==> src/rtl/aes128_key_schedule_ctrl.sv <==
// AES-128 key-expansion controller: one combinational round-key generator is
// iterated ten times and every round key lands in a store behind a registered read port.
module aes128_key_schedule_ctrl #(
    parameter int NUM_ROUNDS = 10
) (
    input  logic         i_clk,
    input  logic         i_rst_n,
    input  logic         i_key_valid,
    output logic         o_key_ready,
    input  logic [127:0] i_key,
    output logic         o_busy,
    output logic         o_keys_valid,
    input  logic         i_rd_en,
    input  logic [3:0]   i_rd_round,
    output logic         o_rd_valid,
    output logic [127:0] o_rd_key,
    output logic         o_rd_err
);

    localparam logic [3:0] LAST_ROUND = 4'(NUM_ROUNDS);

    typedef enum logic [1:0] {
        ST_IDLE   = 2'd0,
        ST_EXPAND = 2'd1,
        ST_READY  = 2'd2
    } state_t;

    state_t       state_reg;
    state_t       state_next;
    logic [3:0]   rc_reg;
    logic [3:0]   rc_next;
    logic [3:0]   wr_count_reg;
    logic [3:0]   wr_count_next;
    logic [127:0] work_reg;

    logic         accept;
    logic         expanding;
    logic         store_wr_en;
    logic [3:0]   store_wr_addr;
    logic [127:0] store_wr_data;
    logic [127:0] key_store [0:NUM_ROUNDS];

    logic [3:0]   rd_addr;
    logic         rd_ok;
    logic         rd_valid_reg;
    logic         rd_hit_reg;
    logic [127:0] rd_data_reg;

    logic [31:0]  w0, w1, w2, w3;
    logic [31:0]  rot_word;
    logic [31:0]  sub_word;
    logic [31:0]  temp_word;
    logic [127:0] gen_key;

    // ------------------------------------------------------------------
    // GF(2^8) arithmetic for the S-box
    // ------------------------------------------------------------------
    function automatic logic [7:0] xtime(input logic [7:0] a);
        return {a[6:0], 1'b0} ^ (a[7] ? 8'h1b : 8'h00);
    endfunction

    function automatic logic [7:0] gf_mul(input logic [7:0] a, input logic [7:0] b);
        logic [7:0] acc;
        logic [7:0] sh;
        acc = 8'h00;
        sh  = a;
        for (int i = 0; i < 8; i++) begin
            if (b[i]) begin
                acc = acc ^ sh;
            end
            sh = xtime(sh);
        end
        return acc;
    endfunction

    // Multiplicative inverse as x^254 (0 maps to 0), then the affine transform.
    function automatic logic [7:0] sbox(input logic [7:0] x);
        logic [7:0] sq;
        logic [7:0] inv;
        logic [7:0] r1, r2, r3, r4;
        sq  = x;
        inv = 8'h01;
        for (int i = 1; i < 8; i++) begin
            sq  = gf_mul(sq, sq);
            inv = gf_mul(inv, sq);
        end
        r1 = {inv[6:0], inv[7]};
        r2 = {inv[5:0], inv[7:6]};
        r3 = {inv[4:0], inv[7:5]};
        r4 = {inv[3:0], inv[7:4]};
        return inv ^ r1 ^ r2 ^ r3 ^ r4 ^ 8'h63;
    endfunction

    function automatic logic [7:0] rcon(input logic [3:0] rnd);
        logic [7:0] val;
        case (rnd)
            4'd1:    val = 8'h01;
            4'd2:    val = 8'h02;
            4'd3:    val = 8'h04;
            4'd4:    val = 8'h08;
            4'd5:    val = 8'h10;
            4'd6:    val = 8'h20;
            4'd7:    val = 8'h40;
            4'd8:    val = 8'h80;
            4'd9:    val = 8'h1b;
            4'd10:   val = 8'h36;
            default: val = 8'h00;
        endcase
        return val;
    endfunction

    // ------------------------------------------------------------------
    // Single-round key generator fed from the working register
    // ------------------------------------------------------------------
    assign w0 = work_reg[127:96];
    assign w1 = work_reg[95:64];
    assign w2 = work_reg[63:32];
    assign w3 = work_reg[31:0];

    assign rot_word = {w3[23:0], w3[31:24]};

    generate
        for (genvar gi = 0; gi < 4; gi++) begin : g_sub_word
            assign sub_word[gi*8 +: 8] = sbox(rot_word[gi*8 +: 8]);
        end
    endgenerate

    assign temp_word = sub_word ^ {rcon(rc_reg), 24'h000000};

    generate
        for (genvar gi = 0; gi < 4; gi++) begin : g_next_words
            if (gi == 0) begin : g_first
                assign gen_key[127:96] = w0 ^ temp_word;
            end else begin : g_chain
                // Each new word is the previous new word XOR the old word in that position.
                assign gen_key[127-gi*32 -: 32] = gen_key[127-(gi-1)*32 -: 32] ^ work_reg[127-gi*32 -: 32];
            end
        end
    endgenerate

    // ------------------------------------------------------------------
    // Control FSM
    // ------------------------------------------------------------------
    always_ff @(posedge i_clk or negedge i_rst_n) begin
        if (!i_rst_n) begin
            state_reg    <= ST_IDLE;
            rc_reg       <= 4'd0;
            wr_count_reg <= 4'd0;
        end else begin
            state_reg    <= state_next;
            rc_reg       <= rc_next;
            wr_count_reg <= wr_count_next;
        end
    end

    always_comb begin
        state_next = state_reg;
        case (state_reg)
            ST_IDLE, ST_READY: begin
                if (i_key_valid) begin
                    state_next = ST_EXPAND;
                end
            end
            ST_EXPAND: begin
                if (rc_reg == LAST_ROUND) begin
                    state_next = ST_READY;
                end
            end
            default: state_next = ST_IDLE;
        endcase
    end

    always_comb begin
        o_key_ready  = 1'b0;
        o_busy       = 1'b0;
        o_keys_valid = 1'b0;
        case (state_reg)
            ST_IDLE: begin
                o_key_ready = 1'b1;
            end
            ST_EXPAND: begin
                o_busy = 1'b1;
            end
            ST_READY: begin
                o_key_ready  = 1'b1;
                o_keys_valid = 1'b1;
            end
            default: begin
                o_key_ready = 1'b0;
            end
        endcase
    end

    assign accept    = i_key_valid && o_key_ready;
    assign expanding = (state_reg == ST_EXPAND);

    always_comb begin
        rc_next       = rc_reg;
        wr_count_next = wr_count_reg;
        if (accept) begin
            rc_next       = 4'd1;
            wr_count_next = 4'd1;
        end else if (expanding) begin
            rc_next       = rc_reg + 4'd1;
            wr_count_next = rc_reg + 4'd1;
        end
    end

    always_ff @(posedge i_clk) begin
        if (accept) begin
            work_reg <= i_key;
        end else if (expanding) begin
            work_reg <= gen_key;
        end
    end

    // ------------------------------------------------------------------
    // Key store: one write per cycle, registered read
    // ------------------------------------------------------------------
    assign store_wr_en   = accept || expanding;
    assign store_wr_addr = accept ? 4'd0 : rc_reg;
    assign store_wr_data = accept ? i_key : gen_key;

    always_ff @(posedge i_clk) begin
        if (store_wr_en) begin
            key_store[store_wr_addr] <= store_wr_data;
        end
    end

    // Availability uses the pre-edge write count, so a slot written this edge reads as missing.
    assign rd_ok   = (i_rd_round <= LAST_ROUND) && (i_rd_round < wr_count_reg);
    assign rd_addr = (i_rd_round > LAST_ROUND) ? 4'd0 : i_rd_round;

    always_ff @(posedge i_clk) begin
        if (i_rd_en) begin
            rd_data_reg <= key_store[rd_addr];
        end
    end

    always_ff @(posedge i_clk or negedge i_rst_n) begin
        if (!i_rst_n) begin
            rd_valid_reg <= 1'b0;
            rd_hit_reg   <= 1'b0;
        end else begin
            rd_valid_reg <= i_rd_en;
            if (i_rd_en) begin
                rd_hit_reg <= rd_ok;
            end
        end
    end

    // The hit flag masks the uninitialised store data after reset or on a rejected read.
    assign o_rd_valid = rd_valid_reg;
    assign o_rd_err   = rd_valid_reg && !rd_hit_reg;
    assign o_rd_key   = rd_hit_reg ? rd_data_reg : 128'h0;

endmodule

==> config.mk <==
export PLATFORM = sky130hd
export DESIGN_NAME = aes128_key_schedule_ctrl
export DESIGN_NICKNAME = d
export VERILOG_FILES = /design/src/rtl/aes128_key_schedule_ctrl.sv
export SDC_FILE = /design/constraint.sdc
export NUM_CORES = 2
export LEC_CHECK = 0
export ABC_CLOCK_PERIOD_IN_PS = 20200
export CAP_MARGIN = 10
export CORE_MARGIN = 4
export CORE_UTILIZATION = 35
export CTS_BUF_LIST = sky130_fd_sc_hd__clkbuf_16
export CTS_CLUSTER_SIZE = 12
export DETAILED_ROUTE_END_ITERATION = 6
export GPL_TIMING_DRIVEN = 0
export HOLD_SLACK_MARGIN = 0.12
export SETUP_SLACK_MARGIN = 0.15
export SYNTH_ARGS = -nofsm -noshare
export SYNTH_HDL_FRONTEND = slang
export SYNTH_SLANG_ARGS = --single-unit
==> constraint.sdc <==
create_clock -name i_clk -period 20.2 [get_ports i_clk]
set_input_delay 6.06 -clock i_clk [delete_from_list [all_inputs] [get_ports i_clk]]
set_output_delay 6.06 -clock i_clk [all_outputs]
set_load 0.02 [all_outputs]
== After elaboration in Yosys (flattened, before gate mapping) ==
Memory sizes are Yosys's and may differ from the RTL's. A register that Yosys moved wholly into a read port is not among the register bits.
Index checks and enable logic that the tools add are counted.

* Reductions and logical operators: 9
* Mux-type cells: 828
* Equality and inequality tests: 5
* Bitwise operators: 781
* $add $sub $neg: 1
* Order comparisons: 3

{| class="wikitable"
|+ Operators by type and width
! operator !! count
|-
| $mux 8 || 420
|-
| $xor 8x8->8 || 380
|-
| $xor 8x5->8 || 364
|-
| $mux 5 || 368
|-
| $mux 128 || 4
|-
| $xor 32x32->32 || 5
|-
| $mux 4 || 8
|-
| $mux 7 || 4
|-
| $not 1->1 const A || 28
|-
| $mux 6 || 4
|-
| $not 4->4 || 4
|-
| $mux 2 || 6
|-
| $mux 3 || 4
|-
| $mux 1 || 9
|-
| $add 4x1->4 const B || 1
|-
| $eq 4x4->1 const B || 1
|-
| $gt 4x4->1 const B || 1
|-
| $le 4x4->1 const B || 1
|-
| $lt 4x4->1 || 1
|-
| $ne 2x1->1 const B || 2
|-
| $pmux 2 s2 || 1
|-
| $logic_and 1x1->1 || 3
|-
| $eq 2x1->1 const B || 1
|-
| $eq 2x2->1 const B || 1
|-
| other kinds (6) || 6
|}

* Memory bits (read-only): 128
* Memories: 2
* Bits in writable memories: 1408
* Bits in registers: 136
* Input bits: 136
* Logic and storage cells: 1634

{| class="wikitable"
|+ Memories
! memory !! depth !! width !! read ports !! clocked after Yosys merged registers in !! write ports !! line !! source
|-
| key_store || 11 || 128 || 1 || 1 || 1 || 41 || <nowiki>logic [127:0] key_store [0:NUM_ROUNDS];</nowiki>
|-
| (name not given) || 16 || 8 || 1 || 0 || 0 || 96 || <nowiki>case (rnd)</nowiki>
|}

== Longest topological paths before layout ==
* Word-level depth: 139
* Mapped depth: 71
* Gate-level depth less buffers: 59

== Worst setup path before layout ==
Ideal clock, no wire load.

* Path kind: input -> register
* From: in i_key_valid
* To: mem key_store[2][0] (enable)
* Cell stages on the path: 6
* Slack: 3.691 ns
* Data required time: 19.428 ns
* Arrival: 15.737 ns
* Path buffers: 2
* Cell sequence: inv_1 > nor2_1 > clkbuf_1 > clkbuf_1 > a31oi_1 > nor3_1

* Cells in the longest elaborated chain, start to end: 4
* Elaborated cells on any way between the ends: 5
* Classes of those cells: mux: 3; reduce/logical: 2

{| class="wikitable"
|+ RTL lines
! item !! line !! source
|-
| from (decl) || 8 || <nowiki>input logic i_key_valid,</nowiki>
|-
| $logic_and 1x1->1 * || 194 || <nowiki>assign accept = i_key_valid && o_key_ready;</nowiki>
|-
| $logic_or 1x1->1 || 220 || <nowiki>assign store_wr_en = accept || expanding;</nowiki>
|-
| $mux 1 || 225 || <nowiki>if (store_wr_en) begin</nowiki>
|-
| $mux 1 (not written as such) || 226 || <nowiki>key_store[store_wr_addr] <= store_wr_data;</nowiki>
|-
| to (decl) || 41 ||
|}

Every way passes the cells marked *; elsewhere a longest branch is shown, timed or not.

== Final worst setup path ==
* From: reg work_reg[24]
* To: mem key_store[3][2] (data pin)

* Cells in the longest elaborated chain, start to end: 134
* Elaborated cells on any way between the ends: 388
* Classes of those cells: mux: 197; bitwise: 191

{| class="wikitable"
|+ RTL lines
! item !! line !! source
|-
| from (decl) || 34 || <nowiki>logic [127:0] work_reg;</nowiki>
|-
| from (signal assigned) || 211 || <nowiki>work_reg <= i_key;</nowiki>
|-
| from (signal assigned) || 213 || <nowiki>work_reg <= gen_key;</nowiki>
|-
| $mux 8 || 68 || <nowiki>if (b[i]) begin</nowiki>
|-
| $xor 8x8->8 || 69 || <nowiki>acc = acc ^ sh;</nowiki>
|-
| $mux 8 || 68 ||
|-
| $xor 8x8->8 || 69 ||
|-
| $mux 8 || 68 ||
|-
| $xor 8x8->8 || 69 ||
|-
| $mux 8 || 68 ||
|-
| $xor 8x8->8 || 69 ||
|-
| (+115 left out) || -- ||
|-
| $mux 8 * || 68 ||
|-
| $xor 8x8->8 (3 in series) || 91 || <nowiki>return inv ^ r1 ^ r2 ^ r3 ^ r4 ^ 8'h63;</nowiki>
|-
| $xor 8x8->8 * || 91 ||
|-
| $xor 32x32->32 * || 128 || <nowiki>assign temp_word = sub_word ^ {rcon(rc_reg), 24'h000000};</nowiki>
|-
| $xor 32x32->32 * || 133 || <nowiki>assign gen_key[127:96] = w0 ^ temp_word;</nowiki>
|-
| $xor 32x32->32 * (3 in series) || 136 || <nowiki>assign gen_key[127-gi*32 -: 32] = gen_key[127-(gi-1)*32 -: 32] ^ work_reg[127-gi*32 -: 32];</nowiki>
|-
| $mux 128 * || 222 || <nowiki>assign store_wr_data = accept ? i_key : gen_key;</nowiki>
|-
| net store_wr_data[2] || 40 || <nowiki>logic [127:0] store_wr_data;</nowiki>
|}

Mark *: on every way through the listed nets, which the timed path passes. The rest lies on a longest branch.

==> flow_summary.toml <==
[outcome]
outcome = "finished, violations left"
violations = "design-rule violations"

[finish]
num-fill-cells = 34408
syn2layout_area_growth_pct = 13.64
largest_register_ffs = 1408
drive_above_1_share = 0.08381
final_core_utilization = 0.3989
nNetsFinal = 13026
regArea_um2 = 50170
final_cells = 17658
multi_input_area_um2 = 70770

[min_path]
holdCritPathClass = "register to register"
min_from = "state_reg[0]"
holdPathStages = 2

[floorplan]
io_pins = 269
initial_core_util = 0.3510
die-width_um = 602.5
die_h_um = 602.5
core_area_um2 = 352400
rows = 218
die_area_um2 = 363000

[place]
gp_congestion = 0.9394
hpwl_mm = 314.9
dp.cells = 17399
numPortBuffers = 268

[worst_setup_path]
crit_path_frequent_cell = "xnor2_1"
timing.rr.start = "work_reg[24]"
cp-end-kind = "register"
critPathKind = "register to register"
critical_path_arrival_ns = 19.97
cpPeakStageDelay_ns = 0.68
r2r-end = "key_store[3][2]"
critPathLaunch = "work_reg[24]"
critPathRequiredTime_ns = 20.83
critPathLaunchType = "register"
r2r_cells = 55
worstPathMaxFanout = 10
slowest_stage = "xnor3_1"
r2r_slack_ns = 0.87
crit_path_end = "key_store[3][2]"

[cts]
cts-root-buf = "clkbuf_16"
cts_tree = "built"
hold_buffers = 0
htree_levels = 4
insertion_delay_ns = 0.84
clock_sinks = 1672
clk_pin_slew_worst_paths_ns = 0.06
cts_inserted_buffers = 172
clk_path_buf_depth = 4

[global_routing]
grt_pass1_wl_mm = 618.7
grt_pass1_vias = 92835
track_usage = 0.2222
grt_max_degree = 88
overflow = 0
antenna_found_initial = 19

[timing]
slew_headroom = 0.09906
finClkSkew_ns = 0.08087
worstMarginPinSlew_ns = 1.346
grt_setup_unrepaired = "false"
max_freq_ghz = 0.05172
setup_viol = 0
drv_slew = 0
fin_crit_ns = 19.33
holdWs_ns = 0.6359
fin_crit_sh = 0.9571
hold_viol = 0

[drt]
ant_nets = 0
drtPass1Iterations = 7
routed_wl_mm = 422.8
vias = 98052
drc_errors = 1
drt-initial-drc-count = 10940
viasPerCell = 5.553
wl_per_cell_um = 23.94

[synthesis]
syn_area_per_cell_um2 = 10.10
synth_cell_types = 114
synth-edff-count = 1664
syn_nets = 12415
syn-cell-area_um2 = 123700
ys_warn_count = 0
synth_seq_area_share = 0.4056
ys_ff_latch = 1672
synth_ff_type = "edfxtp_1"
netlist_instances = 12251
async_flop_share = 0.004785

[flow_run]
cap_violations = 0
## metal layers
metal,global-route usage,up-vias,share of wire
met5,0,-,0.000064
met4,0.1306,6,0.068
met3,0.02409,773,0.070
met2,0.3606,4260,0.46
met1,0.2872,47907,0.40
li1,-,45106,-
## worst max-delay path, delay by kind of cell (launching register included)
kind / cells / cell delay, ns
buffers and inverters: 4 / 1.28
XOR/XNOR: 34 / 13.62
flip-flops: 1 / 0.59
AND/OR/NAND/NOR: 8 / 1.24
adder cells (fa/ha/maj): 2 / 0.68
multiplexers: 3 / 0.74
AO/OA/AOI/OAI: 4 / 0.95
## layout make-up
class                           count  area share
Clock buffer                      174     0.03098
Timing Repair Buffer              437     0.03545
Tap cell                         4730     0.04210
Clock inverter                     60    0.002350
Multi-Input combinational cell   9590      0.5035
Buffer                            874     0.02554
Inverter                          115    0.003071
Sequential cell                  1672      0.3569
Antenna cell                        6   0.0001068
## cell usage in the layout, fill, tap and decap left out, drive strengths merged, types with 197 or more instances in the layout
master / instances
xnor2: 1800
edfxtp: 1664
nor2: 1585
a21oi: 954
nand2: 952
clkbuf: 815
xor2: 511
o21ai: 467
buf: 403
and2: 300
xnor3: 296
clkdlybuf4s50: 267
a211oi: 229
nor2b: 202
a31oi: 201
nand3: 197
## repair_timing
item	CTS	global route
endpoints found under the setup margin	659	1459
gates cloned	0	0
endpoints found under the hold margin	0	0
pin swaps	0	5
buffers inserted	0	9
gates resized for setup	70	126
## cells by family (layout without fill, tap and decap cells)
logic type	after synthesis	in the layout	synth area share
muxes	357	357	0.04236
adders and majority gates	32	32	0.003156
xor gates and xnor gates	2664	2664	0.2371
DFF	1672	1672	0.4056
and+or+nand+nor	3838	3838	0.1416
other	0	6	0
buffers and inverters	989	1660	0.03219
AOI/OAI and AO/OA	2699	2699	0.1380
## cell usage after synthesis (all sizes together), types with 13 or more instances
| cell type | number | area, um^2 |
|---|---|---|
| a21boi | 14 | 108.9 |
| mux2 | 38 | 427.9 |
| mux2i | 190 | 1906 |
| nand2b | 90 | 563.0 |
| xor3 | 57 | 1360 |
| xnor2 | 1800 | 16590 |
| a32oi | 27 | 236.5 |
| mux4 | 129 | 2905 |
| and3 | 36 | 225.2 |
| o22ai | 95 | 594.3 |
| o32ai | 23 | 201.4 |
| o21a | 25 | 187.7 |
| or2 | 20 | 125.1 |
| nand3b | 13 | 97.59 |
| nor3 | 188 | 945.9 |
| xor2 | 511 | 4686 |
| and2 | 300 | 1877 |
| nor4 | 17 | 112.6 |
| a211oi | 229 | 1734 |
| nand4 | 19 | 118.9 |
| edfxtp | 1664 | 49970 |
| o21ai | 467 | 2341 |
| ha | 28 | 350.3 |
| o221ai | 22 | 192.7 |
| nor2b | 202 | 1264 |
| or3 | 31 | 193.9 |
| o31ai | 24 | 180.2 |
| a311oi | 156 | 1384 |
| o211ai | 72 | 550.5 |
| buf | 238 | 1162 |
| o211a | 16 | 160.2 |
| nor3b | 152 | 1141 |
| inv | 103 | 386.6 |
| clkbuf | 636 | 2387 |
| a31oi | 201 | 1264 |
| a22oi | 177 | 1349 |
| a21o | 24 | 180.2 |
| a221oi | 41 | 390.4 |
| nor2 | 1585 | 5977 |
| xnor3 | 296 | 6689 |
| nand2 | 952 | 3576 |
| a21oi | 954 | 4778 |
| nand3 | 197 | 986.0 |
## how the worst min path moves through the flow
stage	to
after floorplan	state_reg[1]
after global placement	state_reg[1]
after detailed placement	state_reg[1]
after CTS	state_reg[1]
after global routing	state_reg[1]
final	state_reg[1]
## metrics by stage
stage / TNS (ns) / worst slack [ns] / instance area, um^2
after floorplan: 0 / 3.691 / 123700
after global placement: -2006.20 / -6.021 / 132300
after detailed placement: -496.06 / -1.916 / 134600
after CTS: 0 / 0.1763 / 139700
after global routing: 0 / 0.08178 / 140600
final: 0 / 0.8663 / 140600
Power is not shown: default switching activity piles up to over one toggle a cycle in this logic, so the estimate is an artifact.
